===== src/rtl/hmc_rsp_flit_scheduler.sv =====
// Response-flit scheduler: round-robin shares the FPW-wide PHY receive word between two
// requesters, packing each packet's flits from slot 0 and zero-padding its final word.
module hmc_rsp_flit_scheduler #(
    parameter  int FPW       = 4,
    parameter  int FLIT_SIZE = 128,
    parameter  int CNT_W     = 16,
    localparam int DWIDTH    = FPW * FLIT_SIZE
) (
    input  logic                   clk,
    input  logic                   rst,
    input  logic [1:0]             req_valid,
    input  logic [2*FLIT_SIZE-1:0] req_flit,
    output logic [1:0]             req_ready,
    output logic [DWIDTH-1:0]      out_data,
    output logic                   out_valid,
    input  logic                   out_ready,
    output logic                   err,
    output logic [CNT_W-1:0]       pkt_cnt
);
    localparam int SW = $clog2(FPW + 1);

    typedef enum logic [1:0] {IDLE, XFER, HOLD} state_t;

    state_t                        state_q, state_d;
    logic                          rr_q, rr_d;
    logic                          grant_q, grant_d;
    logic                          hdr_q, hdr_d;
    logic                          out_valid_q, out_valid_d;
    logic                          err_q, err_d;
    logic [SW-1:0]                 slot_q, slot_d;
    logic [3:0]                    rem_q, rem_d;
    logic [FPW-1:0][FLIT_SIZE-1:0] data_q, data_d;
    logic [CNT_W-1:0]              pkt_cnt_q, pkt_cnt_d;

    logic [FLIT_SIZE-1:0] flit;
    logic [3:0]           lng;
    logic [3:0]           rem_n;
    logic                 accept;

    assign flit   = grant_q ? req_flit[FLIT_SIZE +: FLIT_SIZE] : req_flit[0 +: FLIT_SIZE];
    assign lng    = flit[10:7];
    assign accept = (state_q == XFER) && req_valid[grant_q];

    assign req_ready = (state_q == XFER) ? (grant_q ? 2'b10 : 2'b01) : 2'b00;
    assign out_data  = data_q;
    assign out_valid = out_valid_q;
    assign err       = err_q;
    assign pkt_cnt   = pkt_cnt_q;

    always_comb begin
        state_d     = state_q;
        rr_d        = rr_q;
        grant_d     = grant_q;
        hdr_d       = hdr_q;
        out_valid_d = out_valid_q;
        err_d       = 1'b0;
        slot_d      = slot_q;
        rem_d       = rem_q;
        data_d      = data_q;
        pkt_cnt_d   = pkt_cnt_q;
        rem_n       = 4'd0;
        case (state_q)
            IDLE: begin
                if (|req_valid) begin
                    grant_d = req_valid[rr_q] ? rr_q : ~rr_q;
                    hdr_d   = 1'b1;
                    slot_d  = '0;
                    state_d = XFER;
                end
            end
            XFER: begin
                if (accept) begin
                    hdr_d = 1'b0;
                    if (hdr_q && (lng == 4'd0 || lng > 4'd9)) begin
                        // Bad header: drop it and hand the next turn to the other side.
                        err_d   = 1'b1;
                        rr_d    = ~grant_q;
                        state_d = IDLE;
                    end else begin
                        rem_n = hdr_q ? lng - 4'd1 : rem_q - 4'd1;
                        for (int k = 0; k < FPW; k++) begin
                            if (slot_q == SW'(k)) data_d[k] = flit;
                        end
                        slot_d = slot_q + 1'b1;
                        rem_d  = rem_n;
                        // Unwritten slots are already zero because the buffer clears per word.
                        if (slot_d == SW'(FPW) || rem_n == 4'd0) begin
                            out_valid_d = 1'b1;
                            state_d     = HOLD;
                        end
                    end
                end
            end
            HOLD: begin
                if (out_ready) begin
                    out_valid_d = 1'b0;
                    data_d      = '0;
                    if (rem_q != 4'd0) begin
                        slot_d  = '0;
                        state_d = XFER;
                    end else begin
                        pkt_cnt_d = pkt_cnt_q + 1'b1;
                        rr_d      = ~rr_q;
                        state_d   = IDLE;
                    end
                end
            end
            default: state_d = IDLE;
        endcase
    end

    always_ff @(posedge clk) begin
        if (rst) begin
            state_q     <= IDLE;
            rr_q        <= 1'b0;
            grant_q     <= 1'b0;
            hdr_q       <= 1'b0;
            out_valid_q <= 1'b0;
            err_q       <= 1'b0;
            slot_q      <= '0;
            rem_q       <= 4'd0;
            data_q      <= '0;
            pkt_cnt_q   <= '0;
        end else begin
            state_q     <= state_d;
            rr_q        <= rr_d;
            grant_q     <= grant_d;
            hdr_q       <= hdr_d;
            out_valid_q <= out_valid_d;
            err_q       <= err_d;
            slot_q      <= slot_d;
            rem_q       <= rem_d;
            data_q      <= data_d;
            pkt_cnt_q   <= pkt_cnt_d;
        end
    end
endmodule


===== config.mk =====
export PLATFORM = sky130hd
export DESIGN_NAME = hmc_rsp_flit_scheduler
export DESIGN_NICKNAME = d
export VERILOG_FILES = /design/src/rtl/hmc_rsp_flit_scheduler.sv
export SDC_FILE = /design/constraint.sdc
export NUM_CORES = 1
export LEC_CHECK = 0
export CORE_AREA = 2 2 308 310
export CTS_BUF_LIST = sky130_fd_sc_hd__clkbuf_4 sky130_fd_sc_hd__clkbuf_8
export CTS_CLUSTER_DIAMETER = 60
export DETAILED_ROUTE_END_ITERATION = 6
export DIE_AREA = 0 0 310 312
export HOLD_SLACK_MARGIN = 0.03
export PLACE_DENSITY = 0.48
export SYNTH_ARGS = -nofsm -noshare
export SYNTH_HDL_FRONTEND = slang
export SYNTH_SLANG_ARGS = --single-unit
export TNS_END_PERCENT = 100

===== constraint.sdc =====
create_clock -name clk -period 2.5 [get_ports clk]
set_input_delay 0.5 -clock clk [delete_from_list [all_inputs] [get_ports clk]]
set_output_delay 0.5 -clock clk [all_outputs]
set_load 0.01 [all_outputs]

==> impl_metrics.tcl <==
set metrics [dict create \
    run_status "finished clean" \
    first_pass_iters 5 \
    crit_path_cell_trace "buf_4, mux2_4, mux2_2, inv_1, ha_1, nand2b_1, or4_4, a311oi_2" \
    route.antenna.remaining_nets 0 \
    cts.sink_count 542 \
    yosysTopAreaCellShare 0.474 \
    timing.final.max_slew_violations 0 \
    crit_fanout 7 \
    yosysMostFrequentCell "sky130_fd_sc_hd__dfxtp_1" \
    ys.flop_type "sky130_fd_sc_hd__dfxtp_1" \
    fin_crit_sh 0.957 \
    worst-endpoint-arrival_ns 3.00 \
    insertion_delay_ns 0.72 \
    crit_required_ns 3.10 \
    yosysWarnings 0 \
    post_syn_area_mm2 0.0229 \
    final_cell_count_no_fill 4343 \
    cts.root.buffer_cell "sky130_fd_sc_hd__clkbuf_8" \
    die_width_um 310 \
    finalClockSkew_ns 0.0354 \
    crit_path_top_delay_cell "sky130_fd_sc_hd__or4_4" \
    io-pin-count 793 \
    route.vias.total 18500 \
    fin_crit_ns 2.39 \
    cts_inserted_buffers 101 \
    tightest_slew_ns 0.913 \
    worst_hold_path_type "in2reg" \
    holdBufCountCts 0 \
    core_region_area_mm2 0.0930 \
    synth-edff-count 0 \
    finalHoldViolations 0 \
    routed_wire_length_per_instance_um 20.6 \
    ys_seq_area_frac 0.474 \
    cts.path.max_buffers 3 \
    critical_path.n_buffers_inverters 2 \
    routabilityCongestion 0.796 \
    grt_setup_unrepaired "false" \
    max_stage_delay_ns 0.55 \
    report.final.setup_viol 0 \
    placement.io_buffers 792 \
    detail_route.wirelength_um 89300 \
    post_synthesis_async_set_or_reset_flop_share 0 \
    place.detailed.instances 4157 \
    die-height_um 312 \
    setup.worst_path.class "reg2reg" \
    final_net_count 3281 \
    post_synth_main_area_contributors "sky130_fd_sc_hd__dfxtp_1 (47%), sky130_fd_sc_hd__mux2i_1 (23%), sky130_fd_sc_hd__nand2b_1 (14%)" \
    maxSlewHeadroom 0.391 \
    remaining_drc_errors 0 \
    h-tree-depth 3 \
    start_kind "register" \
    grt_util_all_layers 0.176 \
    max_cap_viol_count 0 \
    post_synth_inst_count 2154 \
    maximum_number_of_pins_on_one_net_before_global_route_repair 212 \
    hpwlAfterDp_um 64300 \
    avgSynthCellArea_um2 10.6 \
    leakage_nw 14.7 \
    grt_antenna_before_repair 3 \
    setup.worst_path.end_class "register" \
    synth_commonest_cells "sky130_fd_sc_hd__dfxtp_1 (542), sky130_fd_sc_hd__nand2b_1 (520), sky130_fd_sc_hd__mux2i_1 (517)" \
    timing.critical_path.max_delay_family "multiplexers" \
    ir_drop_uv 405 \
    clkSlewWorstSetupHoldPaths_ns 0.07 \
    detailedRoute.firstIterationViolations 753 \
    tritoncts "yes" \
    synth_cell_types 49 \
    grt_pass1_vias 19500 \
    syn-num-nets 2423 \
    layout.core_utilization 0.381 \
    yosys_register_bits 542 \
    fmax_mhz 418 \
    grt_first_pass_wirelength_um 128000 \
    row_count 112 \
    drive_above_1_share 0.144 \
    setup-tns-final_ns 0 \
    power.density_cell_area_mw_per_mm2 770 \
    grt_remaining_overflow 0 \
    synthDominantAreaCellType "sky130_fd_sc_hd__dfxtp_1" \
    floorplan.die_area_mm2 0.0967 \
    routed_via_density 4.27 \
    floorplan.initialDensity 0.246 \
    area_growth_from_synthesis_to_layout_pct 54.7 \
]
## area by class of cell
cell class,count,area [um2]
fillers,9278,57600
multi-input cells,1449,11500
flip-flops and latches,542,10900
repair buffers,907,9340
clock buffers,160,1990
well taps,1254,1570
clock inverters,18,176
inverters,11,41.3
diodes,2,5.00
## metal layers
layer / share of wire / vias up / track usage
met1: 0.39 / 8855 / 0.192
met5: 0 / - / 0
met3: 0.080 / 118 / 0.0575
li1: - / 8979 / -
met4: 0.025 / 0 / 0.0572
met2: 0.51 / 574 / 0.319
## power by group
part | switching, W | internal [W]
Clock | 0.00397 | 0.00516
Sequential | 0.000632 | 0.00969
Combinational | 0.00364 | 0.00421
## cells by family after synthesis
logic type	after synthesis	synth area share
adder cells (fa/ha/maj)	8	0.00437
XOR/XNOR	9	0.00344
AO/OA/AOI/OAI	53	0.0149
multiplexers	646	0.289
AND/OR/NAND/NOR	733	0.184
buffers and inverters	163	0.0300
flip-flops	542	0.474
## through the flow
step	hold WS [ns]	worst slack [ns]	cell area, um2	total power, W
after floorplan	0.441	0.148	22900	0.0139
after global placement	0.460	-0.696	33100	0.0183
after detailed placement	0.459	-0.648	33100	0.0183
after CTS	0.114	0.00858	35400	0.0278
after global routing	0.179	0.00606	35400	0.0286
final	0.209	0.108	35400	0.0273
## flip-flops by register name (all words and copies together), names as in the netlist
| name | flops |
|---|---|
| out_valid | 1 |
| rr_q | 1 |
| err | 1 |
| state_q | 2 |
| pkt_cnt | 16 |
| hdr_q | 1 |
| rem_q | 4 |
| out_data | 512 |
| grant_q | 1 |
| slot_q | 3 |
## layout by cell type, fill, tap and decap left out, types with 3 or more instances in the layout
| cell | netlist | layout |
|---|---|---|
| sky130_fd_sc_hd__buf_6 | 1 | 3 |
| sky130_fd_sc_hd__clkbuf_4 | 0 | 34 |
| sky130_fd_sc_hd__a211oi_1 | 5 | 5 |
| sky130_fd_sc_hd__clkinv_2 | 0 | 7 |
| sky130_fd_sc_hd__or3_1 | 5 | 5 |
| sky130_fd_sc_hd__or4_1 | 5 | 4 |
| sky130_fd_sc_hd__xnor2_1 | 7 | 7 |
| sky130_fd_sc_hd__mux2_2 | 129 | 128 |
| sky130_fd_sc_hd__nand2b_4 | 0 | 4 |
| sky130_fd_sc_hd__o21ai_0 | 7 | 7 |
| sky130_fd_sc_hd__nor3b_1 | 3 | 3 |
| sky130_fd_sc_hd__clkbuf_8 | 0 | 126 |
| sky130_fd_sc_hd__buf_12 | 0 | 37 |
| sky130_fd_sc_hd__nor2_1 | 24 | 23 |
| sky130_fd_sc_hd__nand2b_1 | 520 | 516 |
| sky130_fd_sc_hd__nand4_1 | 3 | 3 |
| sky130_fd_sc_hd__clkinv_8 | 0 | 3 |
| sky130_fd_sc_hd__mux2i_1 | 517 | 517 |
| sky130_fd_sc_hd__inv_1 | 11 | 11 |
| sky130_fd_sc_hd__o31ai_1 | 6 | 6 |
| sky130_fd_sc_hd__nor3_1 | 10 | 10 |
| sky130_fd_sc_hd__clkinvlp_4 | 0 | 5 |
| sky130_fd_sc_hd__dfxtp_1 | 542 | 539 |
| sky130_fd_sc_hd__ha_1 | 8 | 8 |
| sky130_fd_sc_hd__nor4_1 | 5 | 5 |
| sky130_fd_sc_hd__buf_4 | 0 | 72 |
| sky130_fd_sc_hd__a21oi_1 | 20 | 19 |
| sky130_fd_sc_hd__clkdlybuf4s50_1 | 0 | 789 |
| sky130_fd_sc_hd__nand2_1 | 136 | 136 |
| sky130_fd_sc_hd__nand3_1 | 7 | 7 |
## path summary, 6_finish.rpt
path | slack (ns) | from | cells past startpoint | to
setup / recovery | 0.11 | grant_q | 8 | state_q[1]
hold / removal | 0.21 | rst | 2 | slot_q[2]
setup reg to reg | 0.11 | grant_q | 8 | state_q[1]
hold reg to reg | 0.47 | out_data[454] | 2 | out_data[454]
## repair_timing
action / CTS / global route
endpoints found under the setup margin: 275 / 90
setup buffers: 2 / 2
gates cloned: 2 / 0
resized for setup: 15 / 5
endpoints found under the hold margin: 0 / 0
pin swaps: 1 / 2
Power figures use the tool's default switching activity.
